## src/rtl/spi_pkg.sv

```systemverilog
// Shared SPI definitions: mode/state encodings, defaults and the bit-reverse helper
// used by both the master and slave interfaces.
package spi_pkg;

    // Mode bit 1 is CPOL, bit 0 is CPHA.
    typedef enum logic [1:0] {
        MODE0 = 2'b00,
        MODE1 = 2'b01,
        MODE2 = 2'b10,
        MODE3 = 2'b11
    } spi_mode_e;

    typedef enum logic {
        S_IDLE   = 1'b0,
        S_ACTIVE = 1'b1
    } spi_state_e;

    localparam logic [7:0]  DEFAULT_FILL_BYTE = 8'hFF;
    localparam int unsigned FIFO_DEPTH        = 4;

    function automatic logic [7:0] bit_rev(input logic [7:0] b);
        logic [7:0] r;
        for (int i = 0; i < 8; i++) begin
            r[i] = b[7-i];
        end
        return r;
    endfunction

endpackage

```

## src/rtl/spi_sync.sv

```systemverilog
// Multi-flop synchronizer for one external SPI line, followed by a single edge-detect flop.
module spi_sync #(
    parameter int unsigned SYNC_STAGES = 2,
    parameter logic        RESET_VAL   = 1'b0
) (
    input  logic clk,
    input  logic rst,
    input  logic d,
    output logic q,
    output logic rise,
    output logic fall
);

    logic [SYNC_STAGES-1:0] sync_q;
    logic                   prev_q;

    always_ff @(posedge clk) begin
        if (rst) begin
            sync_q <= {SYNC_STAGES{RESET_VAL}};
            prev_q <= RESET_VAL;
        end else begin
            sync_q <= {sync_q[SYNC_STAGES-2:0], d};
            prev_q <= sync_q[SYNC_STAGES-1];
        end
    end

    assign q    = sync_q[SYNC_STAGES-1];
    assign rise = q & ~prev_q;
    assign fall = ~q & prev_q;

endmodule

```

## src/rtl/srl_fifo.sv

```systemverilog
// Shift-register FIFO: pushes enter at slot 0, the oldest entry sits at slot count-1.
module srl_fifo #(
    parameter int unsigned WIDTH = 8,
    parameter int unsigned DEPTH = 4
) (
    input  logic             clk,
    input  logic             rst,
    input  logic [WIDTH-1:0] din,
    input  logic             push,
    input  logic             pop,
    output logic [WIDTH-1:0] dout,
    output logic             empty,
    output logic             full
);

    localparam int unsigned CW = $clog2(DEPTH + 1);
    localparam int unsigned AW = (DEPTH > 1) ? $clog2(DEPTH) : 1;

    logic [WIDTH-1:0] mem [DEPTH];
    logic [CW-1:0]    count_q;
    logic [AW-1:0]    rd_addr;
    logic             do_push;
    logic             do_pop;

    assign empty   = (count_q == '0);
    assign full    = (count_q == CW'(DEPTH));
    // A push into a full FIFO is refused even when a pop happens in the same cycle.
    assign do_push = push & ~full;
    assign do_pop  = pop & ~empty;
    assign rd_addr = AW'(count_q - CW'(1));
    assign dout    = mem[rd_addr];

    always_ff @(posedge clk) begin
        if (do_push) begin
            mem[0] <= din;
            for (int i = 1; i < DEPTH; i++) begin
                mem[i] <= mem[i-1];
            end
        end
    end

    always_ff @(posedge clk) begin
        if (rst) begin
            count_q <= '0;
        end else if (do_push && !do_pop) begin
            count_q <= count_q + CW'(1);
        end else if (do_pop && !do_push) begin
            count_q <= count_q - CW'(1);
        end
    end

endmodule

```

## src/rtl/spi_slave_if.sv

```systemverilog
// SPI target interface: synchronizes SCK/SS/MOSI into clk, shifts bytes between the
// serial line and RX/TX FIFOs, and exposes the same cmd/wr/rd/ack bus as the master.
module spi_slave_if
    import spi_pkg::*;
#(
    parameter int unsigned SYNC_STAGES = 2,
    parameter logic [7:0]  FILL_BYTE   = DEFAULT_FILL_BYTE
) (
    input  logic       clk,
    input  logic       rst,
    input  logic [7:0] din,
    input  logic       cmd,
    input  logic       wr,
    input  logic       rd,
    output logic [8:0] dout,
    output logic       ack,
    output logic       rx_ovr,
    output logic       tx_udr,
    output logic       busy,
    input  logic       spi_sck,
    input  logic       spi_ss,
    input  logic       spi_mosi,
    output logic       spi_miso,
    output logic       spi_miso_oe
);

    logic sck_level_unused, sck_rise, sck_fall;
    logic ss_s, ss_rise, ss_fall;
    logic mosi_s, mosi_rise_unused, mosi_fall_unused;

    spi_sync #(.SYNC_STAGES(SYNC_STAGES), .RESET_VAL(1'b0)) u_sync_sck (
        .clk(clk), .rst(rst), .d(spi_sck),
        .q(sck_level_unused), .rise(sck_rise), .fall(sck_fall)
    );
    spi_sync #(.SYNC_STAGES(SYNC_STAGES), .RESET_VAL(1'b1)) u_sync_ss (
        .clk(clk), .rst(rst), .d(spi_ss),
        .q(ss_s), .rise(ss_rise), .fall(ss_fall)
    );
    spi_sync #(.SYNC_STAGES(SYNC_STAGES), .RESET_VAL(1'b0)) u_sync_mosi (
        .clk(clk), .rst(rst), .d(spi_mosi),
        .q(mosi_s), .rise(mosi_rise_unused), .fall(mosi_fall_unused)
    );

    spi_state_e state_q, state_d;
    spi_mode_e  mode_q;
    logic       lsb_q;
    logic [2:0] cnt_q, cnt_d;
    logic [7:0] rx_sr_q, rx_sr_d;
    logic [7:0] tx_sr_q, tx_sr_d;
    logic       rx_ovr_q, rx_ovr_d;
    logic       tx_udr_q, tx_udr_d;
    logic       ack_q;

    logic [7:0] tx_fifo_dout, rx_fifo_dout, rx_asm, tx_byte;
    logic       tx_empty, tx_full, rx_empty, rx_full;
    logic       tx_load, tx_pop, rx_push, rx_pop, sample, cmd_ok;

    srl_fifo #(.WIDTH(8), .DEPTH(FIFO_DEPTH)) u_tx_fifo (
        .clk(clk), .rst(rst), .din(din), .push(wr), .pop(tx_pop),
        .dout(tx_fifo_dout), .empty(tx_empty), .full(tx_full)
    );
    srl_fifo #(.WIDTH(8), .DEPTH(FIFO_DEPTH)) u_rx_fifo (
        .clk(clk), .rst(rst), .din(lsb_q ? bit_rev(rx_asm) : rx_asm), .push(rx_push),
        .pop(rx_pop), .dout(rx_fifo_dout), .empty(rx_empty), .full(rx_full)
    );

    // Modes 0 and 3 sample on the rising edge, modes 1 and 2 on the falling edge.
    assign sample  = (mode_q[1] == mode_q[0]) ? sck_rise : sck_fall;
    assign rx_asm  = {rx_sr_q[6:0], mosi_s};
    assign tx_byte = tx_empty ? FILL_BYTE : tx_fifo_dout;
    assign tx_pop  = tx_load & ~tx_empty;
    assign rx_pop  = rd & ~rx_empty;
    assign cmd_ok  = cmd & (state_q == S_IDLE);

    always_comb begin
        state_d  = state_q;
        cnt_d    = cnt_q;
        rx_sr_d  = rx_sr_q;
        tx_sr_d  = tx_sr_q;
        tx_load  = 1'b0;
        rx_push  = 1'b0;
        unique case (state_q)
            S_IDLE: begin
                if (ss_fall) begin
                    state_d = S_ACTIVE;
                    cnt_d   = '0;
                    tx_load = 1'b1;
                end
            end
            S_ACTIVE: begin
                if (ss_rise) begin
                    state_d = S_IDLE;
                    cnt_d   = '0;
                end else if (sample) begin
                    rx_sr_d = rx_asm;
                    tx_sr_d = {tx_sr_q[6:0], 1'b0};
                    cnt_d   = cnt_q + 3'd1;
                    if (cnt_q == 3'd7) begin
                        rx_push = 1'b1;
                        tx_load = 1'b1;
                    end
                end
            end
            default: state_d = S_IDLE;
        endcase
        if (tx_load) begin
            tx_sr_d = lsb_q ? bit_rev(tx_byte) : tx_byte;
        end

        // Clear by cmd first so a same-cycle set wins.
        rx_ovr_d = rx_ovr_q & ~cmd_ok;
        tx_udr_d = tx_udr_q & ~cmd_ok;
        if (rx_push && rx_full) rx_ovr_d = 1'b1;
        if (tx_load && tx_empty) tx_udr_d = 1'b1;
    end

    always_ff @(posedge clk) begin
        if (rst) begin
            state_q  <= S_IDLE;
            mode_q   <= MODE0;
            lsb_q    <= 1'b0;
            cnt_q    <= '0;
            rx_sr_q  <= '0;
            tx_sr_q  <= FILL_BYTE;
            rx_ovr_q <= 1'b0;
            tx_udr_q <= 1'b0;
            ack_q    <= 1'b0;
        end else begin
            state_q  <= state_d;
            cnt_q    <= cnt_d;
            rx_sr_q  <= rx_sr_d;
            tx_sr_q  <= tx_sr_d;
            rx_ovr_q <= rx_ovr_d;
            tx_udr_q <= tx_udr_d;
            ack_q    <= (wr & ~tx_full) | rd | cmd;
            if (cmd_ok) begin
                mode_q <= spi_mode_e'(din[1:0]);
                lsb_q  <= din[2];
            end
        end
    end

    assign dout        = rx_pop ? {1'b0, rx_fifo_dout} : 9'h100;
    assign ack         = ack_q;
    assign rx_ovr      = rx_ovr_q;
    assign tx_udr      = tx_udr_q;
    assign busy        = (state_q == S_ACTIVE);
    assign spi_miso    = tx_sr_q[7];
    assign spi_miso_oe = ~ss_s;

endmodule

```

## config.mk

```make
export PLATFORM = sky130hd
export DESIGN_NAME = spi_slave_if
export DESIGN_NICKNAME = d
export VERILOG_FILES = /design/src/rtl/spi_pkg.sv /design/src/rtl/spi_sync.sv /design/src/rtl/srl_fifo.sv /design/src/rtl/spi_slave_if.sv
export SDC_FILE = /design/constraint.sdc
export NUM_CORES = 1
export LEC_CHECK = 0
export BUFFER_PORTS_ARGS = -buffer_cell sky130_fd_sc_hd__buf_2
export CAP_MARGIN = 30
export CORE_MARGIN = 5
export CORE_UTILIZATION = 45
export CTS_BUF_LIST = sky130_fd_sc_hd__clkbuf_2 sky130_fd_sc_hd__clkbuf_4 sky130_fd_sc_hd__clkbuf_8
export CTS_CLUSTER_DIAMETER = 100
export DETAILED_ROUTE_END_ITERATION = 10
export REMOVE_ABC_BUFFERS = 1
export SETUP_SLACK_MARGIN = 0.5
export SLEW_MARGIN = 0
export SYNTH_ARGS = -nofsm -noshare
export SYNTH_HDL_FRONTEND = slang
export SYNTH_SLANG_ARGS = --single-unit
export TNS_END_PERCENT = 50
```

## constraint.sdc

```tcl
create_clock -name clk -period 8.82 [get_ports clk]
set_input_delay 1.323 -clock clk [delete_from_list [all_inputs] [get_ports clk]]
set_output_delay 1.323 -clock clk [all_outputs]
set_load 0.01 [all_outputs]
```

==> reports/qor.log, run 1 <==
INFO  run_status     result_of_the_run=finished, final reports clean
INFO  setup_path     critPathLaunchType=flip-flop
INFO  yosys          synthDistinctLibCells=34
INFO  setup_path     cp_data_required_time=7.50ns
INFO  setup_path     cp_slowest_cell=sky130_fd_sc_hd__dfxtp_1
INFO  sta            slew-limit-headroom=0.434
INFO  die            fp.dieH=107um
INFO  route          dr.first_iter.drc_count=143
INFO  clock_tree     root_buffer=sky130_fd_sc_hd__clkbuf_8
INFO  sta            finalSetupViolations=0
INFO  setup_path     crit_arrival=2.46ns
INFO  pwr            powerDensity=220nW/um2
INFO  sta            setup_tns=0ns
INFO  clock_tree     tritoncts=built
INFO  sta            worst_slew_pin_slew=0.847ns
INFO  route          wirelength=6710um
INFO  die            dieWidth=107um
INFO  route          dr_total_vias=2,333
INFO  pwr            design_power_total=1040uW
INFO  die            placeableCoreArea=9200um2
INFO  route          drt-pass1-iter-count=4
INFO  run            max_cap_violations=0
INFO  setup_path     r2r_cells=9
INFO  final_layout   share_of_post_route_cells_with_drive_strength_above_1=0.240
INFO  final_layout   antenna_cells_inserted=0
INFO  setup_path     worst_path_largest_cell_delay=0.74ns
INFO  clock_tree     cts-hold-fix-buffers=0
INFO  setup_path     worstSetupStartpoint=u_rx_fifo.count_q[0]
INFO  route          drt_drc_violations_left=0
INFO  clock_tree     cts.htree.levels=3
INFO  setup_path     regToRegStartpoint=u_tx_fifo.count_q[0]
INFO  route          ant_nets=0
INFO  worst_hold_path min_delay_path_depth=1
INFO  yosys          synth.yosys.seq_area_share=0.641
INFO  yosys          synth-warning-count=0
INFO  grt            number_of_antenna_violations_at_the_first_check_in_global_routing=0
INFO  clock_tree     cts_repair_resize_count=0
INFO  placed_design  hpwlAfterDp=4560um
INFO  setup_path     worstPathCellList=inv_1 > ha_1 > mux4_2 > nor2b_1 > buf_2
INFO  clock_tree     clock_tree.buffer_depth=2
INFO  die            initial_cell_density_of_the_core=0.458
INFO  placed_design  port_buffers=30
INFO  pwr            p_leak=0.00169uW
INFO  yosys          syn_area=4220um2
INFO  setup_path     cp-end-kind=primary output
INFO  sta            rsz0062_at_grt=no
INFO  sta            final_period_minus_worst_setup_slack=3.78ns
INFO  final_layout   area_growth_syn_to_layout=12.2%
INFO  clock_tree     clk_pin_slew_worst_paths=0.09ns
INFO  sta            finalHoldViolCount=0
INFO  setup_path     crit_path_class=reg2out
INFO  route          via_per_inst=5.24
INFO  yosys          synthesis.area_per_instance=14.0um2
INFO  grt            grt_first_pass_wirelength=11,500um
INFO  setup_path     worst-r2r-setup-slack=5.83ns
INFO  worst_hold_path worst_min_delay_path_endpoint=u_sync_ss.sync_q[1]
INFO  setup_path     worstReg2RegEnd=u_tx_fifo.count_q[2]
INFO  placed_design  gp_congestion=0.741
INFO  setup_path     worstPathMaxFanout=11
INFO  final_layout   layout.nets=355
INFO  clock_tree     numClockSinks=103
INFO  grt            grt_start_max_net_pins=38
INFO  die            fp-row-count=35
INFO  die            pin_count=31
INFO  final_layout   fin_area=4730um2
INFO  die            die-area=11,400um2
INFO  yosys          yosys_register_bits=103
INFO  worst_hold_path hold_path_startpoint=u_sync_ss.sync_q[0]
INFO  clock_tree     post-cts-setup-buffers=0
INFO  sta            clock-skew-final=0.00760ns
INFO  final_layout   final_cell_utilization_of_the_core=0.514
INFO  worst_hold_path hold_class=reg2reg
INFO  route          wire_per_inst=15.1um
INFO  grt            grt_pass1_vias=2,349
INFO  placed_design  dpl-instance-area=4490um2
INFO  sta            min_period_over_period=0.429
INFO  yosys          netlist_instances=301
INFO  sta            slew_viol_final=0
INFO  clock_tree     cts_made_buffers=9
INFO  pwr            ir_worst_vdd=0.158mV
INFO  clock_tree     insertion_delay=0.36ns
INFO  sta            timing.fmax=265MHz
INFO  grt            grt_overflow_total=0
INFO  grt            grt_usage=0.128
==> sequential cells by signal, summed over array words and instances (netlist names), 2 cells and up <==
register / flops
u_rx_fifo.mem: 32
u_tx_fifo.mem: 32
tx_sr_q: 8
rx_sr_q: 7
cnt_q: 3
u_rx_fifo.count_q: 3
u_tx_fifo.count_q: 3
mode_q: 2
u_sync_mosi.sync_q: 2
u_sync_sck.sync_q: 2
u_sync_ss.sync_q: 2
==> metrics by stage <==
step	cells	setup slack [ns]	hold WS, ns
after floorplan	286	3.83	0.389
after global placement	428	5.41	0.416
after detailed placement	429	5.34	0.415
after CTS	445	4.92	0.439
after global routing	445	4.73	0.465
final	445	5.04	0.430
==> worst max-delay path by stage <==
stage                           endpoint  slack [ns]  depth (start not counted)
finish                           dout[1]        5.04                          5
CTS                              dout[4]        4.92                          5
detailed placement               dout[4]        5.34                          5
global placement                 dout[8]        5.41                          3
global route                     dout[1]        4.73                          5
floorplan           u_tx_fifo.count_q[2]        3.83                          4
==> layout make-up <==
class | instances | area, um2
sequential | 103 | 2700
fill | 823 | 4470
tap | 111 | 139
clock inverter | 6 | 109
clock buffer | 10 | 131
timing repair buffer | 32 | 185
inverter | 9 | 33.8
multi-input combinational | 174 | 1430
==> logic make-up after synthesis <==
kind of cell / share of synthesized area
flip-flops: 0.641
adder cells (fa/ha/maj): 0.0297
AND/OR/NAND/NOR: 0.0879
buffers and inverters: 0.0258
AO/OA/AOI/OAI: 0.0686
multiplexers: 0.137
XOR/XNOR: 0.0104
==> synth_stat cells, drive strengths merged <==
cell    count  area, um2
or3         2       12.5
mux2        9        101
xnor2       1       8.76
o32ai       1       16.3
edfxtp     64       1920
or2         4       25.0
ha         10        125
and2        1       8.76
a22o        2       17.5
a31oi       1       6.26
nand2      34        128
mux2i      11        114
inv         9       33.8
buf         6       41.3
clkbuf      9       33.8
a211oi      1       7.51
a21boi      1       7.51
a221o       8       80.1
nand3       1       5.00
mux4       16        360
dfxtp      39        781
nor2       16       60.1
o21ai      11       55.1
o31a        1       8.76
nor2b      16        100
nand2b      4       25.0
a21oi      18       90.1
nand4       1       6.26
xor2        4       35.0
==> per-layer routing <==
metal	up-vias	wire length [um]	GRT usage
met3	8	301	0.0367
met5	-	0	0
met4	0	77	0.0411
met1	1131	3090	0.162
met2	36	3240	0.213
li1	1158	-	-
==> cells in the final DEF (no fill, tap or decap), types with 9 or more instances in the layout <==
cell type	n
sky130_fd_sc_hd__a21oi_1	18
sky130_fd_sc_hd__buf_2	30
sky130_fd_sc_hd__clkbuf_8	9
sky130_fd_sc_hd__dfxtp_1	39
sky130_fd_sc_hd__edfxtp_1	64
sky130_fd_sc_hd__ha_1	10
sky130_fd_sc_hd__inv_1	9
sky130_fd_sc_hd__mux2_2	9
sky130_fd_sc_hd__mux2i_1	10
sky130_fd_sc_hd__mux4_2	16
sky130_fd_sc_hd__nand2_1	34
sky130_fd_sc_hd__nor2_1	16
sky130_fd_sc_hd__nor2b_1	16
sky130_fd_sc_hd__o21ai_0	10
==> power by group <==
part	internal, uW	total [uW]	switching, uW
Combinational	65.5	131	65.5
Clock	191	344	154
Sequential	543	564	21.0
==> worst max-delay path, delay by kind of cell (launching register included) <==
| family | cells | cell delay, ns |
|---|---|---|
| flops | 1 | 0.74 |
| mux | 1 | 0.36 |
| fa+ha+maj | 1 | 0.55 |
| buf+inv | 2 | 0.31 |
| simple gates | 1 | 0.14 |
Note: power is estimated with default switching activity, not from simulation.
==> run 2: changes to the inputs <==
==> constraint.sdc (replaced) <==
create_clock -name clk -period 3.9 [get_ports clk]
set_input_delay 0.585 -clock clk [delete_from_list [all_inputs] [get_ports clk]]
set_output_delay 0.585 -clock clk [all_outputs]
set_load 0.01 [all_outputs]
==> run 2 against run 1 <==
Against the previous run:
- worst setup slack worse by 3.7 ns
- combinational power is 140% higher
- non-clock buffer count is 2 higher
- cell count is 0.45% higher
- utilization is 0.33 points lower
- critical path depth is 5 higher
- largest power group unchanged
- clock power is 110% higher
- clock skew is 0.0067 ns higher
==> reports/qor.log, run 2 (synthesis gave the netlist of run 1 again) <==
INFO  run_status     result_of_the_run=finished, final reports clean
INFO  setup_path     cp_data_required_time=4.18ns
INFO  placed_design  gp_congestion=0.742
INFO  sta            finalWorstSetupSlack=1.33ns
INFO  die            pin_count=31
INFO  clock_tree     numClockSinks=103
INFO  sta            final_period_minus_worst_setup_slack=2.57ns
INFO  placed_design  preCtsSetupSlack=1.33ns
INFO  setup_path     crit_path_class=reg2reg
INFO  setup_path     cp.buffers_inverters=3
INFO  clock_tree     cts_made_buffers=9
INFO  grt            grt_usage=0.124
INFO  final_layout   final_cell_count_no_fill=447
INFO  route          drt_drc_violations_left=0
INFO  sta            rsz0062_at_grt=no
INFO  final_layout   fin_area=4700um2
INFO  clock_tree     clk_pin_slew_worst_paths=0.09ns
INFO  final_layout   antenna_cells_inserted=0
INFO  grt            grt_first_pass_wirelength=11,200um
INFO  final_layout   reg_top3=u_rx_fifo.mem (32), u_tx_fifo.mem (32), tx_sr_q (8)
INFO  clock_tree     post-cts-setup-buffers=0
INFO  final_layout   most-common-layout-cells=64 x sky130_fd_sc_hd__edfxtp_1, 39 x sky130_fd_sc_hd__dfxtp_1, 34 x sky130_fd_sc_hd__nand2_1
INFO  final_layout   layout.nets=357
INFO  sta            clock-skew-final=0.0143ns
INFO  grt            grt_start_max_net_pins=38
INFO  pwr            design_power_total=2290uW
INFO  clock_tree     cts-hold-fix-buffers=0
INFO  worst_hold_path hold_class=in2reg
INFO  die            initial_cell_density_of_the_core=0.458
INFO  setup_path     worst-r2r-setup-slack=1.33ns
INFO  sta            slew-limit-headroom=0.414
INFO  placed_design  hpwlAfterDp=4610um
INFO  route          wirelength=6670um
INFO  final_layout   final_common_cell=sky130_fd_sc_hd__edfxtp_1
INFO  route          dr.first_iter.drc_count=159
INFO  placed_design  dpl.cell_count=431
INFO  die            placeableCoreArea=9200um2
INFO  grt            grt_overflow_total=0
INFO  pwr            powerDensity=487nW/um2
INFO  die            fp.dieH=107um
INFO  sta            worst_slew_pin_slew=0.878ns
INFO  final_layout   area_growth_syn_to_layout=11.5%
INFO  clock_tree     cts_repair_resize_count=0
INFO  setup_path     worstPathCellList=buf_4 > inv_1 > ha_1 > nand2b_1 > nand2_1 > o32ai_2 > inv_1 > ha_1 > or3_1 > a21oi_1
INFO  placed_design  dpl-instance-area=4480um2
INFO  route          drt-pass1-iter-count=4
INFO  route          via_per_inst=5.31
INFO  die            die-area=11,400um2
INFO  sta            slew_viol_final=0
INFO  clock_tree     tritoncts=built
INFO  route          ant_nets=0
INFO  clock_tree     cts.htree.levels=3
INFO  clock_tree     clock_tree.buffer_depth=2
INFO  setup_path     cp-end-kind=flip-flop
INFO  setup_path     worst_path_largest_cell_delay=0.46ns
INFO  sta            finalHoldViolCount=0
INFO  final_layout   share_of_post_route_cells_with_drive_strength_above_1=0.244
INFO  sta            min_period_over_period=0.660
INFO  die            fp-row-count=35
INFO  setup_path     cp_slowest_cell=sky130_fd_sc_hd__o32ai_2
INFO  die            dieWidth=107um
INFO  grt            grt_pass1_vias=2,333
INFO  route          dr_total_vias=2,375
INFO  setup_path     worst_path_dominant_cell_family=compound AO/OA/AOI/OAI gates
INFO  clock_tree     root_buffer=sky130_fd_sc_hd__clkbuf_8
INFO  run            max_cap_violations=0
INFO  final_layout   filler_cell_count=783
INFO  route          wire_per_inst=14.9um
INFO  setup_path     critPathLaunchType=flip-flop
INFO  setup_path     worstPathMaxFanout=11
INFO  sta            timing.fmax=388MHz
INFO  setup_path     crit_arrival=2.85ns
INFO  clock_tree     insertion_delay=0.36ns
INFO  pwr            ir_worst_vdd=0.232mV
INFO  sta            finalSetupViolations=0
INFO  grt            number_of_antenna_violations_at_the_first_check_in_global_routing=0
INFO  placed_design  port_buffers=30
INFO  pwr            p_leak=0.00169uW
==> run 2: cell types whose count changed in the layout (fill, tap and decap cells not counted), sizes merged <==
cell      previous run  this run
clkinv               1         3
inv                  9        10
buf                 32        34
bufinv               3         2
clkinvlp             2         0
==> run 2: path summary, 6_finish.rpt <==
path,from,end,cells past startpoint
setup / recovery,u_tx_fifo.count_q[0],u_tx_fifo.count_q[2],10
hold / removal,din[6],u_tx_fifo.mem[0][6],1
setup reg to reg,u_tx_fifo.count_q[0],u_tx_fifo.count_q[2],10
hold reg to reg,u_sync_ss.sync_q[0],u_sync_ss.sync_q[1],1
==> run 2: worst reg2reg max path, cell delays in order (launching register included) <==
cell and delay [ns]:
sky130_fd_sc_hd__dfxtp_1 0.33, sky130_fd_sc_hd__buf_4 0.23, sky130_fd_sc_hd__inv_1 0.09, sky130_fd_sc_hd__ha_1 0.25, sky130_fd_sc_hd__nand2b_1 0.12, sky130_fd_sc_hd__nand2_1 0.07
sky130_fd_sc_hd__o32ai_2 0.46, sky130_fd_sc_hd__inv_1 0.10, sky130_fd_sc_hd__ha_1 0.35, sky130_fd_sc_hd__or3_1 0.38, sky130_fd_sc_hd__a21oi_1 0.14
==> run 2: power by group <==
part           leakage [uW]  total (uW)  internal (uW)  switching (uW)
logic              0.000658         311            146             165
registers          0.000919        1260           1230            35.6
clock network      0.000112         712            367             345
total               0.00169        2290           1740             546
==> run 2: stage by stage <==
stage | setup TNS (ns) | util | hold slack (ns)
2_1_floorplan | -9.37 | - | 0.389
3_3_place_gp | 0 | 0.487 | 0.398
3_5_place_dp | 0 | 0.487 | 0.398
4_1_cts | 0 | 0.511 | 0.388
5_1_grt | 0 | 0.511 | 0.373
6_report | 0 | 0.511 | 0.401
==> run 2: final cells by class <==
| class | count | area [um2] | share of cell area |
|---|---|---|---|
| inverter | 9 | 33.8 | 0.00719 |
| multi-input combinational | 174 | 1430 | 0.304 |
| sequential | 103 | 2700 | 0.575 |
| clock buffer | 10 | 131 | 0.0280 |
| tap | 111 | 139 | 0.0296 |
| timing repair buffer | 34 | 180 | 0.0383 |
| clock inverter | 6 | 83.8 | 0.0178 |
==> run 2: metal layers <==
| metal | vias to the layer above | part of all wire | GRT usage |
|---|---|---|---|
| li1 | 1161 | - | - |
| met1 | 1163 | 0.47 | 0.158 |
| met2 | 42 | 0.48 | 0.207 |
| met3 | 9 | 0.035 | 0.0271 |
| met4 | 0 | 0.018 | 0.0466 |
| met5 | - | 0 | 0 |
